<file path="config.mk">
export PLATFORM = sky130hd
export DESIGN_NAME = onion_pwm_capture
export DESIGN_NICKNAME = d
export VERILOG_FILES = /design/src/rtl/onion_pwm_capture.sv
export SDC_FILE = /design/constraint.sdc
export NUM_CORES = 1
export LEC_CHECK = 0
export ABC_AREA = 1
export BUFFER_PORTS_ARGS = -buffer_cell sky130_fd_sc_hd__buf_2
export CAP_MARGIN = 30
export CORE_MARGIN = 2
export CORE_UTILIZATION = 45
export DETAILED_ROUTE_END_ITERATION = 8
export SYNTH_ARGS = -nofsm -noshare
export SYNTH_HDL_FRONTEND = slang
export SYNTH_SLANG_ARGS = --single-unit
</file>
<file path="constraint.sdc">
create_clock -name clk -period 2.5 [get_ports clk]
set_clock_uncertainty 0.2 [all_clocks]
set_input_delay 0.125 -clock clk [delete_from_list [all_inputs] [get_ports clk]]
set_output_delay 0.125 -clock clk [all_outputs]
set_load 0.02 [all_outputs]
</file>
<file path="src/rtl/onion_pwm_capture.sv">
// Measures high time and rising-edge period of an external PWM line, decodes the duty code,
// flags off-nominal periods and an edge-less line. Glitch filter: ONION_PWM_CAP_GLITCH_FILTER_EN.
module onion_pwm_capture #(
    parameter int PWM_RESOLUTION_BITS = 8,
    parameter int COUNT_BITS          = 12,
    parameter int GLITCH_CYCLES       = 3
) (
    input  logic                           clk,
    input  logic                           reset,
    input  logic                           PWM_i,
    input  logic                           enable,
    output logic [PWM_RESOLUTION_BITS-1:0] duty_cycle_o,
    output logic [COUNT_BITS-1:0]          high_count_o,
    output logic [COUNT_BITS-1:0]          period_o,
    output logic                           valid_o,
    output logic                           period_err_o,
    output logic                           stuck_o
);

    typedef enum logic [1:0] {IDLE, ARM, MEASURE, STUCK} state_t;

    localparam logic [COUNT_BITS-1:0] CNT_MAX        = '1;
    localparam logic [COUNT_BITS-1:0] CNT_ONE        = COUNT_BITS'(1);
    localparam logic [COUNT_BITS-1:0] NOMINAL_PERIOD = CNT_ONE << PWM_RESOLUTION_BITS;

    if (COUNT_BITS <= PWM_RESOLUTION_BITS || GLITCH_CYCLES < 1) begin : g_bad_cfg
        $error("onion_pwm_capture: COUNT_BITS must exceed PWM_RESOLUTION_BITS, GLITCH_CYCLES >= 1");
    end

    logic                           sync1_q, sync1_d;
    logic                           sync2_q, sync2_d;
    logic                           pwm_d_q, pwm_d_d;
    state_t                         state_q, state_d;
    logic [COUNT_BITS-1:0]          per_cnt_q, per_cnt_d;
    logic [COUNT_BITS-1:0]          hi_cnt_q, hi_cnt_d;
    logic [PWM_RESOLUTION_BITS-1:0] duty_q, duty_d;
    logic [COUNT_BITS-1:0]          high_q, high_d;
    logic [COUNT_BITS-1:0]          period_q, period_d;
    logic                           valid_q, valid_d;
    logic                           err_q, err_d;
    logic                           stuck_q, stuck_d;

    logic                  pwm_s, pwm_f, rise, fall;
    logic [COUNT_BITS-1:0] per_inc, hi_inc;

    assign pwm_s = sync2_q;

`ifdef ONION_PWM_CAP_GLITCH_FILTER_EN
    localparam int GW = $clog2(GLITCH_CYCLES + 1);

    logic          filt_q, filt_d;
    logic [GW-1:0] gcnt_q, gcnt_d;

    // Level follows pwm_s only once it has disagreed for GLITCH_CYCLES clocks in a row.
    always_comb begin
        filt_d = filt_q;
        gcnt_d = '0;
        if (pwm_s != filt_q) begin
            if (gcnt_q == GW'(GLITCH_CYCLES - 1)) begin
                filt_d = pwm_s;
            end else begin
                gcnt_d = gcnt_q + GW'(1);
            end
        end
    end

    always_ff @(posedge clk or posedge reset) begin
        if (reset) begin
            filt_q <= 1'b0;
            gcnt_q <= '0;
        end else begin
            filt_q <= filt_d;
            gcnt_q <= gcnt_d;
        end
    end

    assign pwm_f = filt_q;
`else
    assign pwm_f = pwm_s;
`endif

    assign rise = pwm_f & ~pwm_d_q;
    assign fall = ~pwm_f & pwm_d_q;

    always_comb begin
        sync1_d   = PWM_i;
        sync2_d   = sync1_q;
        pwm_d_d   = pwm_f;
        state_d   = state_q;
        per_cnt_d = per_cnt_q;
        hi_cnt_d  = hi_cnt_q;
        duty_d    = duty_q;
        high_d    = high_q;
        period_d  = period_q;
        valid_d   = 1'b0;
        err_d     = err_q;
        stuck_d   = stuck_q;
        per_inc   = (per_cnt_q == CNT_MAX) ? CNT_MAX : per_cnt_q + CNT_ONE;
        // hi_cnt never outruns per_cnt, and per_cnt saturating forces a timeout first.
        hi_inc    = hi_cnt_q + COUNT_BITS'(pwm_f);

        if (!enable) begin
            state_d   = IDLE;
            per_cnt_d = '0;
            hi_cnt_d  = '0;
        end else begin
            case (state_q)
                IDLE: begin
                    per_cnt_d = '0;
                    hi_cnt_d  = '0;
                    state_d   = ARM;
                end
                ARM, MEASURE: begin
                    if (rise) begin
                        // A rise always wins over a simultaneous timeout.
                        state_d   = MEASURE;
                        per_cnt_d = CNT_ONE;
                        hi_cnt_d  = CNT_ONE;
                        stuck_d   = 1'b0;
                        if (state_q == MEASURE) begin
                            valid_d  = 1'b1;
                            period_d = per_cnt_q;
                            high_d   = hi_cnt_q;
                            err_d    = (per_cnt_q != NOMINAL_PERIOD);
                            if (per_cnt_q == NOMINAL_PERIOD) begin
                                duty_d = hi_cnt_q[PWM_RESOLUTION_BITS-1:0]
                                         - PWM_RESOLUTION_BITS'(1);
                            end
                        end
                    end else if (per_cnt_q == CNT_MAX) begin
                        state_d  = STUCK;
                        stuck_d  = 1'b1;
                        valid_d  = 1'b1;
                        period_d = CNT_MAX;
                        high_d   = {COUNT_BITS{pwm_f}};
                        duty_d   = {PWM_RESOLUTION_BITS{pwm_f}};
                        err_d    = 1'b0;
                    end else begin
                        per_cnt_d = per_inc;
                        hi_cnt_d  = hi_inc;
                    end
                end
                STUCK: begin
                    if (rise) begin
                        state_d   = MEASURE;
                        per_cnt_d = CNT_ONE;
                        hi_cnt_d  = CNT_ONE;
                        stuck_d   = 1'b0;
                    end else if (fall) begin
                        // Re-arm so a line that stays low times out again with duty 0.
                        state_d   = ARM;
                        per_cnt_d = CNT_ONE;
                        hi_cnt_d  = '0;
                        stuck_d   = 1'b0;
                    end
                end
                default: state_d = IDLE;
            endcase
        end
    end

    always_ff @(posedge clk or posedge reset) begin
        if (reset) begin
            sync1_q   <= 1'b0;
            sync2_q   <= 1'b0;
            pwm_d_q   <= 1'b0;
            state_q   <= IDLE;
            per_cnt_q <= '0;
            hi_cnt_q  <= '0;
            duty_q    <= '0;
            high_q    <= '0;
            period_q  <= '0;
            valid_q   <= 1'b0;
            err_q     <= 1'b0;
            stuck_q   <= 1'b0;
        end else begin
            sync1_q   <= sync1_d;
            sync2_q   <= sync2_d;
            pwm_d_q   <= pwm_d_d;
            state_q   <= state_d;
            per_cnt_q <= per_cnt_d;
            hi_cnt_q  <= hi_cnt_d;
            duty_q    <= duty_d;
            high_q    <= high_d;
            period_q  <= period_d;
            valid_q   <= valid_d;
            err_q     <= err_d;
            stuck_q   <= stuck_d;
        end
    end

    assign duty_cycle_o = duty_q;
    assign high_count_o = high_q;
    assign period_o     = period_q;
    assign valid_o      = valid_q;
    assign period_err_o = err_q;
    assign stuck_o      = stuck_q;

endmodule
</file>
==> results of run 1 <==
-- what timing repair did --
action | in CTS | in global routing
hold buffers | 3 | 0
endpoints found under the hold margin | 27 | 0
endpoints found under the setup margin | 0 | 0
-- per-stage QoR --
stage	hold WS (ns)	total power [mW]	util [%]	std cells
4_1_cts	0.148	3.82	52.7	638
3_5_place_dp	-0.0195	2.90	49.8	619
6_report	0.133	3.78	52.7	638
2_1_floorplan	-0.0436	2.48	-	488
5_1_grt	0.191	4.08	52.7	638
3_3_place_gp	-0.0251	2.89	49.8	619
-- tightest hold or removal path: cells and delay by family --
family / cells / cell delay [ns]
buf+inv: 3 / 1.00
-- state kept, by name, summed over array words and instances, names as in the netlist, 2 cells and up --
| name | count |
|---|---|
| hi_cnt_q | 12 |
| state_q | 2 |
| per_cnt_q | 12 |
| duty_cycle_o | 8 |
| period_o | 12 |
| high_count_o | 12 |
-- report_power, final --
part	switching, mW	total, mW	internal [mW]
Combinational	0.920	1.40	0.478
Clock	0.412	0.899	0.486
Sequential	0.152	1.48	1.33
-- final timing paths --
path,slack (ns),cells past startpoint,endpoint,start
max in group asynchronous,1.28,4,hi_cnt_q[11],reset
setup / recovery,0.36,9,high_count_o[9],per_cnt_q[0]
setup reg to reg,0.36,9,high_count_o[9],per_cnt_q[0]
hold reg to reg,0.16,0,pwm_d_d,sync1_q
hold / removal,0.13,3,period_o[3],reset
min in group clk,0.16,0,pwm_d_d,sync1_q
-- cell usage in the layout, fill, tap and decap left out --
cell           synthesis  routed
a21boi_2               1       1
a21oi_1               26      26
buf_2                 10      38
buf_4                  1      10
bufinv_16              0       1
clkbuf_1               4       1
clkbuf_8               0      10
clkinv_2               0       2
clkinv_4               0       1
clkinvlp_4             0       1
dfrtp_1               64      64
dlygate4sd3_1          0       3
ha_1                  10      10
inv_1                 73      72
inv_2                  2       3
nand2_1              121     121
nand2_2                5       5
nand3_1               23      23
nand3_2                1       1
nand4_1               13      13
nand4_2                1       1
nor2_1                62      62
nor2_2                 2       2
nor2_4                 1       1
nor3_1                13      13
o21ai_0               21      21
o21ai_1               24      24
o21ai_2                4       4
xor2_1                 2       2
-- kinds of logic after synthesis --
kind of cell,Yosys count,synth area share (%)
compound gates,76,11.2
xor+xnor,2,0.491
fa+ha+maj,10,3.50
simple gates,242,28.7
flops,64,44.8
buf+inv,94,11.2
-- layout make-up --
class / count / area, um^2
multi-input cells: 330 / 1570
repair buffers: 51 / 295
flip-flops and latches: 64 / 1600
inverters: 75 / 282
clock buffers: 11 / 141
clock inverters: 5 / 56.3
well taps: 102 / 128
fillers: 744 / 3650
-- routing by layer --
layer / vias to the layer above / share of wire, % / track usage (%)
met1: 1412 / 51 / 29.4
li1: 1627 / - / -
met3: 4 / 5.5 / 4.11
met2: 79 / 42 / 29.8
met5: - / 0 / 0
met4: 0 / 0.76 / 8.09
==> flow_summary_export.csv, run 1 <==
group,metric,value,unit
run_status,status,"complete, no violations",
cts,cts.path.max_buffers,2,
yosys,synth_nets,502,
floorplanning,rows,32,
power,p_per_area,928,mW/mm^2
cts,clock-root-buffer,"clkbuf_8",
floorplanning,die_w,93.1,um
cts,cts_tree,"done",
power,p_leak,2.17,nW
sta,layout_min_cycle_time,2.14,ns
routing,routed_wl,8.07,mm
floorplanning,num_io_pins,39,
yosys,yosysTopAreaCell,"dfrtp_1",
critical_path,crit_family,"simple AND/OR/NAND/NOR gates",
cts,cts_made_buffers,9,
floorplanning,dieArea,0.00866,mm^2
critical_path,crit_chain,"ha_1 > nand2_1 > nor2_1 > nand3_2 > nand2_2 > nand2_2 > buf_4 > nand2_1 > o21ai_0",
routing,drtAntennaViolNets,0,
final_layout,nNetsFinal,545,
final_layout,drive_above_1_share,15.1,%
yosys,ys_warn_count,0,
place,dp_hpwl,5.74,mm
yosys,synth_most_common_cell,"nand2_1",
sta,slew_viol_final,0,
critical_path,cp_max_fo,48,
sta,tns,0,ns
cts,cts.htree.levels,3,
critical_path,critPathArrivalTime,2.15,ns
global_route,first_global_vias,2868,
routing,route.detailed.drc,0,
floorplanning,die_height,93.1,um
place,place_area,0.00385,mm^2
global_route,grt_max_degree,49,
yosys,syn_area,0.00357,mm^2
routing,drt-vias-per-instance,4.89,
global_route,antenna_found_initial,0,
yosys,async_reset_ff_share,100,%
critical_path,endpoint_kind,"flop",
final_layout,area_growth,14.1,%
sta,rsz0062_at_grt,"false",
critical_path,critPathSlowestCell,"dfrtp_1",
routing,post_drt_wl_per_cell,12.6,um
cts,clk_pin_slew,0.07,ns
sta,relSlewSlack,68.1,%
global_route,grt_pass1_wl,13.8,mm
place,port_buffers,38,
critical_path,crit_path_max_incr_delay,0.44,ns
yosys,netlist_top_cells_count,"nand2_1 (121), inv_1 (73), dfrtp_1 (64)",
routing,drt-pass1-iter-count,4,
routing,drt_iter0_markers,221,
sta,final-hold-violation-count,0,
floorplanning,start_util,46.2,%
run,max-cap-violations,0,
yosys,synth_edf_count,0,
cts,cts.repair.resized,0,
yosys,synth_ff_type,"dfrtp_1",
yosys,ys_seq_area_share,44.8,%
final_layout,design_area,0.00407,mm^2
critical_path,path_buf_inv,1,
yosys,ys_top_cells_by_area,"dfrtp_1 (45%), nand2_1 (13%), inv_1 (7.7%)",
critical_path,start_kind,"flop",
global_route,track_usage,20.3,%
yosys,avgSynthCellArea,7.32,um^2
worst_hold_path,min_path_type,"in -> async",
sta,setup_viol,0,
cts,cts_sinks,64,
cts,post_cts_buffers,0,
place,dp_slack,0.397,ns
cts,clock_latency,0.35,ns
sta,clock.fmax,467,MHz
yosys,synth.ff_latch_count,64,
routing,vias,3122,
critical_path,critPathKind,"reg -> reg",
sta,fin_crit_sh,85.6,%
power,ir_worst_vdd,425,uV
critical_path,crit_required,2.51,ns
yosys,synth_top_cell_area_share,44.8,%
floorplanning,coreArea,0.00773,mm^2
final_layout,antenna_cells,0,
place,gp_congestion,0.882,
global_route,overflow,0,
sta,worst_slew_pin_slew,0.478,ns
yosys,synth_cell_types,24,
yosys,syn_inst,488,
sta,setup_ws,0.360,ns
(Power assumes the default switching activity.)
==> run 2, diff against run 1 <==
--- a/config.mk
+++ b/config.mk
@@ -6,7 +6,7 @@
 export NUM_CORES = 1
 export LEC_CHECK = 0
 export ABC_AREA = 1
-export BUFFER_PORTS_ARGS = -buffer_cell sky130_fd_sc_hd__buf_2
+export BUFFER_PORTS_ARGS = -buffer_cell sky130_fd_sc_hd__clkbuf_2
 export CAP_MARGIN = 30
 export CORE_MARGIN = 2
 export CORE_UTILIZATION = 45
@@ -14,3 +14,4 @@
 export SYNTH_ARGS = -nofsm -noshare
 export SYNTH_HDL_FRONTEND = slang
 export SYNTH_SLANG_ARGS = --single-unit
+export TNS_END_PERCENT = 30
==> run 2 against run 1 <==
- maximum frequency decreased by 1.9%
- global-route usage increased by 0.74 points
- register-to-register slack got worse by 0.04 ns
- cell count unchanged
- first-iteration DRC count increased by 1.8%
- clock power increased by 26%
- via count increased by 3.2%
- cell area increased by 1.4%
- core utilization increased by 0.73 points
- critical path depth unchanged
- worst setup slack got worse by 0.042 ns
- die area unchanged
- largest power group unchanged
- highest routed layer unchanged
==> flow_summary_export.csv, run 2 (same netlist as run 1, synthesis figures left out) <==
group,metric,value,unit
critical_path,endpoint_kind,"flop",
sta,final-hold-violation-count,0,
critical_path,critPathArrivalTime,2.20,ns
final_layout,nNetsFinal,545,
power,p_per_area,975,mW/mm^2
place,dpl.cell_count,619,
final_layout,final.fill_count,777,
floorplanning,dieArea,0.00866,mm^2
global_route,grt_pass1_wl,14.2,mm
routing,vias,3221,
run,max-cap-violations,0,
place,dp_hpwl,5.97,mm
final_layout,most-common-layout-cells,"nand2_1 (121), inv_1 (72), dfrtp_1 (64)",
sta,rsz0062_at_grt,"false",
sta,layout_min_cycle_time,2.18,ns
critical_path,rr_worst_depth,9,
routing,post_drt_wl_per_cell,13.1,um
floorplanning,rows,32,
routing,routed_wl,8.35,mm
global_route,first_global_vias,2958,
final_layout,area_growth,15.7,%
critical_path,cp_max_fo,48,
sta,fin_hold_ws,0.106,ns
critical_path,cp-endpoint,"period_o[0]",
power,p_leak,2.19,nW
global_route,grtUsageMet1,31.0,%
critical_path,critPathKind,"reg -> reg",
sta,tns,0,ns
cts,cts_sinks,64,
cts,clock_latency,0.35,ns
cts,cts_tree,"done",
sta,relSlewSlack,68.8,%
global_route,grt_max_degree,49,
sta,slew_viol_final,0,
run_status,status,"complete, no violations",
place,dp_slack,0.341,ns
worst_hold_path,min_path_type,"in -> async",
global_route,antenna_found_initial,0,
cts,cts.repair.resized,0,
global_route,track_usage,21.0,%
cts,post_cts_buffers,0,
floorplanning,die_height,93.1,um
sta,setup_viol,0,
global_route,grt-busiest-layer,"met1",
critical_path,crit_required,2.52,ns
global_route,use_met2,30.1,%
final_layout,finalCoreUtilization,53.4,%
global_route,overflow,0,
cts,clock-root-buffer,"clkbuf_8",
cts,clk_pin_slew,0.07,ns
routing,route.detailed.drc,0,
critical_path,start_kind,"flop",
global_route,grtUsageMet3,4.75,%
final_layout,instances_no_fill,638,
floorplanning,die_w,93.1,um
cts,cts_made_buffers,9,
critical_path,ff2ff_setup_slack,0.32,ns
routing,drt_iter0_markers,225,
floorplanning,start_util,46.2,%
power,ir_worst_vdd,515,uV
cts,hold_buffers,3,
critical_path,startpoint,"per_cnt_q[0]",
place,gp_congestion,0.865,
cts,cts.htree.levels,3,
sta,setup_ws,0.318,ns
sta,worst_slew_pin_slew,0.468,ns
final_layout,antenna_cells,0,
floorplanning,num_io_pins,39,
routing,drtAntennaViolNets,0,
floorplanning,coreArea,0.00773,mm^2
sta,clock.fmax,458,MHz
critical_path,reg2reg_to,"period_o[0]",
place,port_buffers,38,
routing,drt-vias-per-instance,5.05,
final_layout,layout_commonest_cell,"nand2_1",
final_layout,drive_above_1_share,15.3,%
sta,fin_crit_sh,87.3,%
routing,drt-pass1-iter-count,5,
cts,cts.path.max_buffers,2,
critical_path,r2r-start,"per_cnt_q[0]",
==> run 2: worst min path at each step <==
stage / end / slack, ns / cells after the start / from
2_1_floorplan: sync1_q / -0.04 / 0 / PWM_i
3_3_place_gp: period_o[3] / -0.05 / 2 / reset
3_5_place_dp: period_o[3] / -0.06 / 2 / reset
4_1_cts: period_o[3] / 0.11 / 3 / reset
5_1_grt: period_o[2] / 0.14 / 3 / reset
6_report: period_o[3] / 0.11 / 3 / reset
==> run 2: routing by layer <==
metal / routed length, um / up-vias
li1: - / 1617
met1: 4270 / 1492
met2: 3520 / 103
met3: 442 / 9
met4: 110 / 0
met5: 0 / -
==> run 2: per-stage QoR <==
step / total power [mW] / cell area (um^2)
after global routing: 4.33 / 4130
after detailed placement: 2.91 / 3850
final: 4.03 / 4130
after floorplan: 2.48 / 3570
after global placement: 2.89 / 3850
after CTS: 4.07 / 4130
==> run 2: cell type report <==
cell class | count | area [um^2] | area share, %
clock buffer | 11 | 151 | 3.67
clock inverter | 5 | 103 | 2.48
inverter | 75 | 282 | 6.82
multi-input combinational | 330 | 1570 | 38.0
sequential | 64 | 1600 | 38.8
tap | 102 | 128 | 3.09
timing repair buffer | 51 | 295 | 7.15
==> run 2: power breakdown <==
part	internal [mW]	switching [mW]	total (mW)	leakage, nW
combinational	0.471	0.928	1.40	1.24
clock	0.715	0.418	1.13	0.126
sequential	1.33	0.163	1.49	0.822
total	2.52	1.51	4.03	2.19
==> run 2: critical path, stage by stage, from the launching register on <==
cell     delay, ns
dfrtp_1       0.44
ha_1          0.22
nand2_1       0.08
nor2_1        0.27
nand3_2       0.15
nand2_2       0.11
nand2_2       0.08
buf_4         0.28
nand2_1       0.12
o21ai_0       0.08
